`src/rtl/cfg_pkg.sv`:
```
// Shared types and constants for the configuration profile loader:
// FSM states, register-block addresses and failure codes.
package cfg_pkg;

    localparam int NUM_CFG = 6;
    localparam int IDX_W   = $clog2(NUM_CFG);

    typedef enum logic [2:0] {
        IDLE,
        LOAD,
        CHECK,
        COMMIT,
        DONE
    } cfg_state_e;

    typedef enum logic [3:0] {
        ADDR_W0   = 4'd0,
        ADDR_W1   = 4'd1,
        ADDR_W2   = 4'd2,
        ADDR_W3   = 4'd3,
        ADDR_WARN = 4'd4,
        ADDR_EMER = 4'd5
    } cfg_addr_e;

    typedef enum logic [1:0] {
        ERR_NONE    = 2'd0,
        ERR_THRESH  = 2'd1,
        ERR_TIMEOUT = 2'd2,
        ERR_ABORT   = 2'd3
    } err_code_e;

    // Profile bytes are written zero-extended onto the 16-bit data bus.
    function automatic logic [15:0] mk_wdata(input logic [7:0] b);
        return {8'h00, b};
    endfunction

endpackage

```
`src/rtl/cfg_timeout_cnt.sv`:
```
// Clearable saturating inter-byte counter. tc_o flags the cycle whose
// increment brings the count up to LIMIT.
module cfg_timeout_cnt #(
    parameter int LIMIT = 1000,
    parameter int W     = 10
) (
    input  logic clk,
    input  logic rst_n_i,
    input  logic clr_i,
    input  logic inc_i,
    output logic tc_o
);

    logic [W-1:0] count_q;
    logic [W-1:0] count_d;

    always_comb begin
        count_d = count_q;
        if (clr_i) begin
            count_d = '0;
        end else if (inc_i && (count_q != W'(LIMIT))) begin
            count_d = count_q + W'(1);
        end
    end

    always_ff @(posedge clk or negedge rst_n_i) begin
        if (!rst_n_i) begin
            count_q <= '0;
        end else begin
            count_q <= count_d;
        end
    end

    assign tc_o = inc_i && !clr_i && (count_q == W'(LIMIT - 1));

endmodule

```
`src/rtl/cfg_load_ctrl.sv`:
```
// Buffers a 6-byte driver-monitor profile from a byte stream, checks the
// thresholds, then commits it as an uninterruptible burst of register writes.
module cfg_load_ctrl
    import cfg_pkg::*;
#(
    parameter int TIMEOUT_CYC = 1000,
    parameter int TO_W        = 10
) (
    input  logic        clk,
    input  logic        rst,
    input  logic        start,
    input  logic        abort,
    input  logic        s_valid,
    input  logic [7:0]  s_data,
    output logic        s_ready,
    output logic        cfg_we,
    output logic [3:0]  cfg_addr,
    output logic [15:0] wght_data,
    output logic        busy,
    output logic        done,
    output logic        err,
    output logic [1:0]  err_code
);

    localparam logic [IDX_W-1:0] LAST_IDX = IDX_W'(NUM_CFG - 1);

    cfg_state_e       state_q;
    logic [IDX_W-1:0] idx_q;
    logic [7:0]       shadow_q [NUM_CFG];
    logic             s_ready_q;
    logic             cfg_we_q;
    logic [3:0]       cfg_addr_q;
    logic [15:0]      wdata_q;
    logic             busy_q;
    logic             done_q;
    logic             err_q;
    err_code_e        err_code_q;

    logic             accept;
    logic             to_clr;
    logic             to_inc;
    logic             to_tc;
    logic [IDX_W-1:0] idx_inc;

    assign accept  = s_valid && s_ready_q;
    assign idx_inc = idx_q + IDX_W'(1);
    assign to_clr  = (state_q != LOAD) || accept;
    assign to_inc  = (state_q == LOAD);

    cfg_timeout_cnt #(
        .LIMIT (TIMEOUT_CYC),
        .W     (TO_W)
    ) u_timeout (
        .clk     (clk),
        .rst_n_i (rst),
        .clr_i   (to_clr),
        .inc_i   (to_inc),
        .tc_o    (to_tc)
    );

    always_ff @(posedge clk or negedge rst) begin
        if (!rst) begin
            state_q    <= IDLE;
            idx_q      <= '0;
            s_ready_q  <= 1'b0;
            cfg_we_q   <= 1'b0;
            cfg_addr_q <= '0;
            wdata_q    <= '0;
            busy_q     <= 1'b0;
            done_q     <= 1'b0;
            err_q      <= 1'b0;
            err_code_q <= ERR_NONE;
            for (int i = 0; i < NUM_CFG; i++) begin
                shadow_q[i] <= '0;
            end
        end else begin
            done_q <= 1'b0;
            err_q  <= 1'b0;
            case (state_q)
                IDLE: begin
                    if (start) begin
                        state_q   <= LOAD;
                        idx_q     <= '0;
                        s_ready_q <= 1'b1;
                        busy_q    <= 1'b1;
                    end
                end
                LOAD: begin
                    // Abort wins over a byte offered in the same cycle.
                    if (abort) begin
                        state_q    <= IDLE;
                        s_ready_q  <= 1'b0;
                        busy_q     <= 1'b0;
                        err_q      <= 1'b1;
                        err_code_q <= ERR_ABORT;
                    end else if (accept) begin
                        shadow_q[idx_q] <= s_data;
                        if (idx_q == LAST_IDX) begin
                            state_q   <= CHECK;
                            s_ready_q <= 1'b0;
                            idx_q     <= '0;
                        end else begin
                            idx_q <= idx_inc;
                        end
                    end else if (to_tc) begin
                        state_q    <= IDLE;
                        s_ready_q  <= 1'b0;
                        busy_q     <= 1'b0;
                        err_q      <= 1'b1;
                        err_code_q <= ERR_TIMEOUT;
                    end
                end
                CHECK: begin
                    if (shadow_q[IDX_W'(ADDR_EMER)] > shadow_q[IDX_W'(ADDR_WARN)]) begin
                        state_q    <= COMMIT;
                        idx_q      <= '0;
                        cfg_we_q   <= 1'b1;
                        cfg_addr_q <= ADDR_W0;
                        wdata_q    <= mk_wdata(shadow_q[0]);
                    end else begin
                        state_q    <= IDLE;
                        busy_q     <= 1'b0;
                        err_q      <= 1'b1;
                        err_code_q <= ERR_THRESH;
                    end
                end
                COMMIT: begin
                    // The write port already carries entry idx_q; stage the next one.
                    if (idx_q == LAST_IDX) begin
                        state_q    <= DONE;
                        idx_q      <= '0;
                        cfg_we_q   <= 1'b0;
                        cfg_addr_q <= '0;
                        wdata_q    <= '0;
                        done_q     <= 1'b1;
                    end else begin
                        idx_q      <= idx_inc;
                        cfg_addr_q <= 4'(idx_inc);
                        wdata_q    <= mk_wdata(shadow_q[idx_inc]);
                    end
                end
                DONE: begin
                    state_q <= IDLE;
                    busy_q  <= 1'b0;
                end
                default: begin
                    state_q   <= IDLE;
                    idx_q     <= '0;
                    s_ready_q <= 1'b0;
                    cfg_we_q  <= 1'b0;
                    busy_q    <= 1'b0;
                end
            endcase
        end
    end

    assign s_ready   = s_ready_q;
    assign cfg_we    = cfg_we_q;
    assign cfg_addr  = cfg_addr_q;
    assign wght_data = wdata_q;
    assign busy      = busy_q;
    assign done      = done_q;
    assign err       = err_q;
    assign err_code  = err_code_q;

endmodule

```
`config.mk`:
```
export PLATFORM = sky130hd
export DESIGN_NAME = cfg_load_ctrl
export DESIGN_NICKNAME = d
export VERILOG_FILES = /design/src/rtl/cfg_pkg.sv /design/src/rtl/cfg_timeout_cnt.sv /design/src/rtl/cfg_load_ctrl.sv
export SDC_FILE = /design/constraint.sdc
export NUM_CORES = 1
export LEC_CHECK = 0
export BUFFER_PORTS_ARGS = -buffer_cell sky130_fd_sc_hd__buf_2
export CAP_MARGIN = 30
export CELL_PAD_IN_SITES_DETAIL_PLACEMENT = 0
export CELL_PAD_IN_SITES_GLOBAL_PLACEMENT = 1
export CORE_MARGIN = 2
export CORE_UTILIZATION = 35
export DETAILED_ROUTE_END_ITERATION = 12
export GPL_TIMING_DRIVEN = 1
export PLACE_DENSITY = 0.62
export SLEW_MARGIN = 15
export SYNTH_ARGS = -nofsm -noshare
export SYNTH_HDL_FRONTEND = slang
export SYNTH_SLANG_ARGS = --single-unit
```
`constraint.sdc`:
```
create_clock -name clk -period 3.8 [get_ports clk]
set_input_delay 0.76 -clock clk [delete_from_list [all_inputs] [get_ports clk]]
set_output_delay 0.76 -clock clk [all_outputs]
set_load 0.05 [all_outputs]
```
==> results.yml, run 1 <==
grt:
  grt_pass1_vias: 2856
  grtUsageTotal: 0.155
  antenna_found_initial: 0
  grt_pass1_wl_um: 15500
  grt_max_degree: 47
  grt.busiest_layer: "met2"
  grtUsageMet3: 0.0300
  grt_overflow_total: 0
  use_met1: 0.208
  met2_usage: 0.245
setup_path:
  r2r_cells: 4
  rrSetupSlack_ps: 1390
  r2r-start: "idx_q[0]"
  startpoint_type: "register"
  cp-endpoint: "wght_data[6]"
  critPathCaptureType: "register"
  crit_fanout: 14
  required_ps: 4030
  rr_endpoint: "wght_data[6]"
  criticalPathCategory: "reg -> reg"
  cp.arrival_ps: 2640
  startpoint: "idx_q[0]"
sta:
  final-setup-viol-count: 0
  hold_slack_ps: 376
  worst_pin_slew_ps: 729
  finalMaxSlewViolations: 0
  slew_headroom: 0.510
  fmax_mhz: 416
  fin_setup_tns_ps: 0
  skew_ps: 8.00
  min_period_ps: 2410
  rsz0062_at_grt: "no"
  post-route-period-util: 0.633
  finalHoldViolCount: 0
synthesis:
  ys_seq_area_frac: 0.475
  syn_avg_cell_area_um2: 12.2
  synth-main-ff-cell: "dfrtp_1"
  yosysWarningCount: 0
  synth_common_cells: "dfrtp_1, mux2_2, nor2_1"
  synth.most_common_cell: "dfrtp_1"
  synth.area.top_cells: "dfrtp_1, mux2_2, ha_1"
  yosysTopAreaCellShare: 0.475
  synth_top_cell_by_area: "dfrtp_1"
  syn-cell-area_um2: 4320
  async_flop_share: 1.00
  yosysUniqueCellTypes: 59
  netlist_instances: 355
  synth-edff-count: 0
  ys_seq_elements: 82
power_and_ir_drop:
  intPower_mw: 2.31
  p_seq_frac: 0.386
  clkPwrFrac: 0.233
  combPwrFrac: 0.381
  p_total_mw: 3.75
  p_per_area_nw_per_um2: 770
  p_leak_nw: 2.30
  max-vdd-ir-drop_v: 0.000303
  p_sw_frac: 0.385
  power.net_switching_mw: 1.44
layout:
  nFillCells: 1167
  stdcell_count: 538
  synthToLayoutAreaGrowth_pct: 12.7
  drive_gt1_frac: 0.299
  diodes: 0
  final_cell_area_um2: 4870
  finalNetCount: 411
floorplanning:
  start_util: 0.360
  die_w_um: 115
  ios: 40
  die_area_um2: 13300
  core_area_um2: 12000
  rows: 40
  die_y_um: 115
cts:
  ctsHoldBuffers: 0
  ctsResizeCount: 0
  cts_buffer_depth: 2
  cts_num_sinks: 82
  clk_pin_slew_ps: 60
  cts_made_buffers: 9
  cts_root_buf: "clkbuf_16"
  insertion_delay_ps: 350
  postCtsSetupBuffers: 0
  h-tree-depth: 3
  cts_tree: "yes"
routing:
  viasPerCell: 5.26
  remaining_drc_errors: 0
  firstDrtPassIters: 4
  post_drt_wl_per_cell_um: 17.4
  drt_iter0_drc: 126
  drt-total-wl_um: 9340
  via_count: 2832
  drt.antenna.violating_nets: 0
placed_design:
  port_buffers: 30
  dpl.hpwl_um: 6740
  place_inst: 522
  postPlaceCellArea_um2: 4580
  place_congestion: 0.735
run_status:
  status: "finished, final reports clean"
min_path:
  worstHoldPathType: "in -> async"
flow_run:
  cap_violations: 0
-- stage by stage --
| step | setup WS, ps | utilization |
|---|---|---|
| floorplan | 1510 | - |
| global placement | 1200 | 0.379 |
| detailed placement | 1190 | 0.381 |
| CTS | 1360 | 0.406 |
| global route | 1270 | 0.406 |
| finish | 1390 | 0.406 |
-- logic make-up after synthesis --
kind of cell | after synthesis | share of synthesized area
and+or+nand+nor | 102 | 0.149
adders and majority gates | 12 | 0.0347
AOI/OAI and AO/OA | 48 | 0.0776
DFF | 82 | 0.475
other | 1 | 0.000867
muxes | 68 | 0.199
xor gates and xnor gates | 8 | 0.0162
buffers and inverters | 34 | 0.0475
-- power groups by stage --
stage,Sequential (mW),Clock (mW),Combinational (mW)
2_1_floorplan,1.57,0,1.02
3_3_place_gp,1.46,0,1.42
3_5_place_dp,1.47,0,1.44
4_1_cts,1.45,0.905,1.45
5_1_grt,1.50,0.941,1.58
6_report,1.45,0.872,1.43
-- cells in the final DEF (no fill, tap or decap), types with 3 or more instances in the layout --
master	instances
mux4_2	3
dfrtp_1	82
o21ai_0	14
mux4_1	5
clkbuf_16	9
mux2i_1	10
and2_1	4
nor2b_1	4
xnor2_1	5
buf_4	3
conb_1	9
mux2_2	47
ha_1	12
buf_2	29
nand2_1	25
xor2_1	3
a221o_1	10
mux2_1	3
inv_1	12
nand3_1	4
and3_1	5
nor2_1	30
o211ai_1	3
a31oi_1	3
a21oi_1	9
-- worst max-delay path, stage by stage, from the launching register on --
cell,delay [ps]
dfrtp_1,620
ha_1,710
mux4_2,370
a221o_1,340
mux2_2,260
-- area by class of cell --
| class | instances | area, um^2 | area share |
|---|---|---|---|
| sequential | 82 | 2050 | 0.421 |
| clock buffer | 11 | 233 | 0.0478 |
| tap | 147 | 184 | 0.0378 |
| multi-input combinational | 247 | 2100 | 0.430 |
| clock inverter | 5 | 62.6 | 0.0128 |
| timing repair buffer | 33 | 195 | 0.0401 |
| inverter | 13 | 48.8 | 0.0100 |
-- flip-flops by register name, summed over array words and instances (netlist names), 2 cells and up --
| signal | count |
|---|---|
| u_timeout.count_q | 10 |
| cfg_addr | 3 |
| err_code | 2 |
| idx_q | 3 |
| state_q | 3 |
| wght_data | 8 |
| shadow_q | 48 |
-- worst min-delay path by stage --
stage | startpoint | end | slack, ps | cells after the start
CTS | rst | u_timeout.count_q[7] | 390 | 1
global placement | shadow_q[39] | shadow_q[39] | 480 | 1
floorplan | rst | busy | 460 | 0
detailed placement | cfg_we | cfg_we | 490 | 2
global route | rst | u_timeout.count_q[7] | 410 | 1
finish | rst | u_timeout.count_q[7] | 380 | 1
-- per-layer routing --
metal / up-vias / share of wire
li1: 1346 / -
met1: 1419 / 0.48
met2: 53 / 0.47
met3: 14 / 0.036
met4: 0 / 0.016
met5: - / 0
Note: power is estimated with default switching activity, not from simulation.
==> inputs of run 2 (changes only) <==
--- a/config.mk
+++ b/config.mk
@@ -5,6 +5,7 @@
 export SDC_FILE = /design/constraint.sdc
 export NUM_CORES = 1
 export LEC_CHECK = 0
+export ABC_AREA = 1
 export BUFFER_PORTS_ARGS = -buffer_cell sky130_fd_sc_hd__buf_2
 export CAP_MARGIN = 30
 export CELL_PAD_IN_SITES_DETAIL_PLACEMENT = 0
@@ -13,7 +14,7 @@
 export CORE_UTILIZATION = 35
 export DETAILED_ROUTE_END_ITERATION = 12
 export GPL_TIMING_DRIVEN = 1
-export PLACE_DENSITY = 0.62
+export PLACE_DENSITY = 0.69
 export SLEW_MARGIN = 15
 export SYNTH_ARGS = -nofsm -noshare
 export SYNTH_HDL_FRONTEND = slang
==> constraint.sdc (replaced) <==
create_clock -name clk -period 2.1 [get_ports clk]
set_input_delay 0.42 -clock clk [delete_from_list [all_inputs] [get_ports clk]]
set_output_delay 0.42 -clock clk [all_outputs]
set_load 0.05 [all_outputs]
==> run 2 against run 1 <==
Compared with the run above: die area decreased by 2.5%; global-route usage is 1.8 points higher; critical path type unchanged; highest routed layer unchanged; critical path depth rose by 6; cell count grew 35%.
==> results.yml, run 2 <==
setup_path:
  r2r_cells: 10
  criticalPathCategory: "reg -> reg"
  startpoint_type: "register"
  cp_slowest_cell: "dfrtp_1"
  r2r-start: "shadow_q[5]"
  crit_family: "simple AND/OR/NAND/NOR gates"
  cp.arrival_ps: 2070
  crit_path_max_incr_delay_ps: 400
  crit_fanout: 11
  cp.buffers_inverters: 1
  required_ps: 2380
  critPathCaptureType: "register"
  rr_endpoint: "wght_data[7]"
  crit_top_cell: "nand2_1"
  cp_cell_sequence: "ha_1 -> a21oi_1 -> nor2_1 -> nor2_1 -> nand2_1 -> nand3_2 -> nand2_4 -> inv_2 -> nand2_1 -> nand2_1"
  rrSetupSlack_ps: 310
floorplanning:
  rows: 40
  start_util: 0.355
  core_area_um2: 11900
  ios: 40
  die_y_um: 114
  die_area_um2: 12900
  die_w_um: 114
synthesis:
  ys_seq_area_frac: 0.487
  yosysTopAreaCellShare: 0.487
  syn_avg_cell_area_um2: 7.82
  async_flop_share: 1.00
  synth.area.top_cells: "dfrtp_1, nand2_1, o21ai_0"
  ys_seq_elements: 82
  netlist_instances: 539
  syn-cell-area_um2: 4210
  yosysUniqueCellTypes: 28
  synth_common_cells: "nand2_1, dfrtp_1, o21ai_0"
  synth.most_common_cell: "nand2_1"
  synth-edff-count: 0
  yosysWarningCount: 0
  synth_top_cell_by_area: "dfrtp_1"
  synth-main-ff-cell: "dfrtp_1"
cts:
  insertion_delay_ps: 350
  cts_num_sinks: 82
  cts_tree: "yes"
  cts_buffer_depth: 2
  ctsHoldBuffers: 0
  h-tree-depth: 3
  clk_pin_slew_ps: 60
  cts_root_buf: "clkbuf_16"
  cts_made_buffers: 9
layout:
  layout_common_cells: "nand2_1, dfrtp_1, o21ai_0"
  register_area_um2: 2050
  drive_gt1_frac: 0.125
  multi_input_area_um2: 1890
  synthToLayoutAreaGrowth_pct: 14.3
  nFillCells: 1233
  largest_reg_flops: 48
  max_flop_register: "shadow_q"
  diodes: 0
  post-route-util: 0.406
  layout_commonest_cell: "nand2_1"
  finalNetCount: 598
routing:
  post_drt_wl_per_cell_um: 14.1
  remaining_drc_errors: 0
  viasPerCell: 4.72
  drt-total-wl_um: 10200
  firstDrtPassIters: 4
  drt_iter0_drc: 240
  via_count: 3419
  drt.antenna.violating_nets: 0
sta:
  finalHoldViolCount: 0
  finalMaxSlewViolations: 0
  fin_setup_tns_ps: 0
  rsz0062_at_grt: "no"
  skew_ps: 12.5
  fmax_mhz: 560
  final-setup-viol-count: 0
  worst_pin_slew_ps: 667
  post-route-period-util: 0.851
  min_period_ps: 1790
  slew_headroom: 0.551
power_and_ir_drop:
  p_per_area_nw_per_um2: 1360
  clkPwrFrac: 0.222
  p_total_mw: 6.57
  intPower_mw: 3.73
  p_leak_nw: 2.42
  max-vdd-ir-drop_v: 0.000511
  p_sw_frac: 0.432
  combPwrFrac: 0.426
  p_seq_frac: 0.352
  power.net_switching_mw: 2.84
grt:
  grt_max_degree: 37
  grt_overflow_total: 0
  grtUsageTotal: 0.173
  antenna_found_initial: 0
  grt_pass1_vias: 3426
  grt_pass1_wl_um: 17300
placed_design:
  dpl.hpwl_um: 7300
  place_congestion: 0.788
  port_buffers: 30
min_path:
  worstHoldPathType: "in -> async"
run_status:
  status: "finished, final reports clean"
flow_run:
  cap_violations: 0
## run 2: changes by cell type in the layout (fill, tap and decap cells not counted), sizes merged, moves of 7 or more
cell and change:
mux4 -8, mux2 -50, nor2 +18, buf +7, a21oi +9, a221o -10
o21ai +65, nand2 +167, inv +29, mux2i -10, nand3 +18
## run 2: routing by layer
layer / global-route usage / vias to the layer above / part of all wire
li1: - / 1771 / -
met1: 0.233 / 1576 / 0.49
met2: 0.268 / 60 / 0.45
met3: 0.0526 / 12 / 0.036
met4: 0.0577 / 0 / 0.016
met5: 0 / - / 0
## run 2: repair_timing
action / 4_1_cts / 5_1_grt
gates resized for setup: 0 / 2
endpoints found under the hold margin: 0 / 0
buffers inserted: 0 / 0
endpoints found under the setup margin: 0 / 11
## run 2: stage by stage
step	hold WS (ps)	area [um^2]	std cells	setup WS (ps)
global placement	419	4540	709	176
CTS	51.0	4810	725	158
global route	58.2	4820	725	57.9
floorplan	124	4240	547	356
detailed placement	430	4540	709	159
finish	34.0	4820	725	313
## run 2: how the worst max path moves through the flow
stage / start / to / slack (ps) / depth (start not counted)
after floorplan: idx_q[0] / wght_data[6] / 360 / 11
after global placement: shadow_q[7] / wght_data[7] / 180 / 10
after detailed placement: shadow_q[7] / wght_data[7] / 160 / 10
after CTS: shadow_q[7] / wght_data[7] / 160 / 10
after global routing: shadow_q[15] / idx_q[0] / 60 / 11
final: shadow_q[5] / wght_data[7] / 310 / 10
## run 2: logic make-up (layout without fill, tap and decap cells)
family                   Yosys count  count (layout)  share of synthesized area
AO/OA/AOI/OAI                     99              99                      0.119
XOR/XNOR                           4               4                    0.00832
adder cells (fa/ha/maj)           12              12                     0.0356
buffers and inverters             68              99                     0.0751
flip-flops                        82              82                      0.487
other                              1               9                   0.000890
AND/OR/NAND/NOR                  273             273                      0.274
## run 2: area by class of cell
type	instances	share of cell area
Inverter	43	0.0345
Clock inverter	3	0.00312
Multi-Input combinational cell	397	0.391
Tap cell	147	0.0382
Clock buffer	13	0.0519
Sequential cell	82	0.426
Timing Repair Buffer	40	0.0551
## run 2: power by group through the flow
stage | clock (mW) | combinational [mW] | sequential [mW]
after detailed placement | 0 | 2.80 | 2.34
after floorplan | 0 | 1.63 | 2.70
after global routing | 1.56 | 3.21 | 2.37
after global placement | 0 | 2.77 | 2.33
final | 1.46 | 2.80 | 2.31
after CTS | 1.51 | 2.81 | 2.31
==> inputs of run 3 (changes only) <==
==> constraint.sdc (replaced) <==
create_clock -name clk -period 2.1 [get_ports clk]
set_input_delay 0 -clock clk [delete_from_list [all_inputs] [get_ports clk]]
set_output_delay 0 -clock clk [all_outputs]
set_load 0.05 [all_outputs]
==> run 3 against run 2 <==
Compared with the run above: sequential cell count did not move; worst setup slack better by 5.8 ps; combinational power barely moved; sequential share of layout area down 0.066 points; cell area increased by 0.16%; non-clock buffer count is 2 higher; critical path depth stayed put; highest routed layer unchanged; global-route usage is 0.43 points higher; largest cell class unchanged; clock power is essentially flat; hold slack got worse by 24 ps; via count is 2.4% higher; die area unchanged.
==> results.yml, run 3 (synthesized netlist as in run 2, its figures left out) <==
sta:
  min_period_ps: 1780
  fmax_mhz: 561
  worst_pin_slew_ps: 709
  post-route-period-util: 0.848
  skew_ps: 6.41
  finalMaxSlewViolations: 0
  final-setup-viol-count: 0
  hold_slack_ps: 9.80
  finalHoldViolCount: 0
  rsz0062_at_grt: "no"
  fin_setup_tns_ps: 0
  slew_headroom: 0.523
run_status:
  status: "finished, final reports clean"
routing:
  drt_iter0_drc: 188
  drt.antenna.violating_nets: 0
  remaining_drc_errors: 0
  firstDrtPassIters: 4
  drt-total-wl_um: 10400
  viasPerCell: 4.82
  post_drt_wl_per_cell_um: 14.3
  via_count: 3502
placed_design:
  postPlaceCellArea_um2: 4530
  place_inst: 709
  place_congestion: 0.775
  port_buffers: 30
  dpl.hpwl_um: 7540
layout:
  synthToLayoutAreaGrowth_pct: 14.5
  finalNetCount: 600
  multi_input_area_um2: 1890
  nFillCells: 1256
  diodes: 0
  max_flop_register: "shadow_q"
  largest_reg_flops: 48
  drive_gt1_frac: 0.124
  stdcell_count: 727
  layout_commonest_cell: "nand2_1"
  final_cell_area_um2: 4830
  layout_common_cells: "nand2_1, dfrtp_1, o21ai_0"
  register_area_um2: 2050
cts:
  insertion_delay_ps: 350
  postCtsSetupBuffers: 0
  cts_made_buffers: 9
  cts_num_sinks: 82
  cts_buffer_depth: 2
  cts_root_buf: "clkbuf_16"
  cts_tree: "yes"
  h-tree-depth: 3
  clk_pin_slew_ps: 60
setup_path:
  startpoint_type: "register"
  cp_slowest_cell: "dfrtp_1"
  required_ps: 2330
  r2r-start: "shadow_q[7]"
  startpoint: "shadow_q[7]"
  crit_top_cell: "nand2_1"
  crit_path_max_incr_delay_ps: 410
  cp.arrival_ps: 2010
  crit_fanout: 11
  cp_cell_sequence: "ha_1 -> nand2_1 -> nor2_1 -> nand2_1 -> nand2_1 -> nand3_2 -> nand2_4 -> inv_2 -> nand2_1 -> nand2_1"
  criticalPathCategory: "reg -> reg"
  critPathCaptureType: "register"
power_and_ir_drop:
  p_total_mw: 6.55
  p_per_area_nw_per_um2: 1360
  max-vdd-ir-drop_v: 0.000629
  p_leak_nw: 2.42
min_path:
  worstHoldPathType: "in -> reg"
  min_from: "s_data[5]"
floorplanning:
  core_area_um2: 11900
  die_w_um: 114
  start_util: 0.355
  rows: 40
  die_y_um: 114
  ios: 40
  die_area_um2: 12900
grt:
  grt_pass1_wl_um: 17700
  grt_pass1_vias: 3517
  antenna_found_initial: 0
  grt_overflow_total: 0
  grt_max_degree: 49
  grtUsageTotal: 0.178
flow_run:
  cap_violations: 0
run 3: changes by cell type in the layout (fill, tap and decap cells not counted):
cell,delta
dlygate4sd3_1,+2
buf_12,-1
buf_4,+1
run 3: worst max-delay path: cells and delay by family (launching register included):
kind,cells,cell delay [ps]
and+or+nand+nor,8,830
adders and majority gates,1,300
buffers and inverters,1,110
DFF,1,410
run 3: final timing paths:
check                                       end  slack, ps  depth (start not counted)
setup reg to reg                    cfg_addr[2]        320                         10
hold reg to reg                            busy        470                          2
hold / removal                     shadow_q[21]         10                          3
setup / recovery                    cfg_addr[2]        320                         10
max in group asynchronous          shadow_q[32]       1320                          3
min in group asynchronous  u_timeout.count_q[4]        150                          2
run 3: stage by stage:
stage | utilization | setup slack, ps
floorplan | - | 356
global placement | 0.382 | 147
detailed placement | 0.382 | 159
CTS | 0.406 | 136
global route | 0.407 | 65.2
finish | 0.407 | 319
run 3: power by group:
| part | leakage (nW) | total, mW | switching [mW] | internal, mW |
|---|---|---|---|---|
| clock network | 0.133 | 1.44 | 0.613 | 0.828 |
| registers | 1.10 | 2.32 | 0.308 | 2.02 |
| logic | 1.18 | 2.78 | 1.91 | 0.869 |
run 3: timing repair:
action                                 in CTS  in global routing
endpoints found under the hold margin      35                  0
setup endpoints to repair                   0                 11
hold buffers                                2                  0
gates resized for setup                     0                  2
run 3: routing by layer:
| metal | wire length [um] | share of wire | track usage |
|---|---|---|---|
| met5 | 0 | 0 | 0 |
| met4 | 182 | 0.017 | 0.0659 |
| met3 | 370 | 0.035 | 0.0404 |
| met2 | 4910 | 0.47 | 0.293 |
| met1 | 4970 | 0.48 | 0.230 |
run 3: area by class of cell:
type | instances | area share
inverter | 43 | 0.0345
multi-input combinational | 397 | 0.391
clock buffer | 13 | 0.0519
sequential | 82 | 0.425
clock inverter | 3 | 0.00311
timing repair buffer | 42 | 0.0565
tap | 147 | 0.0381
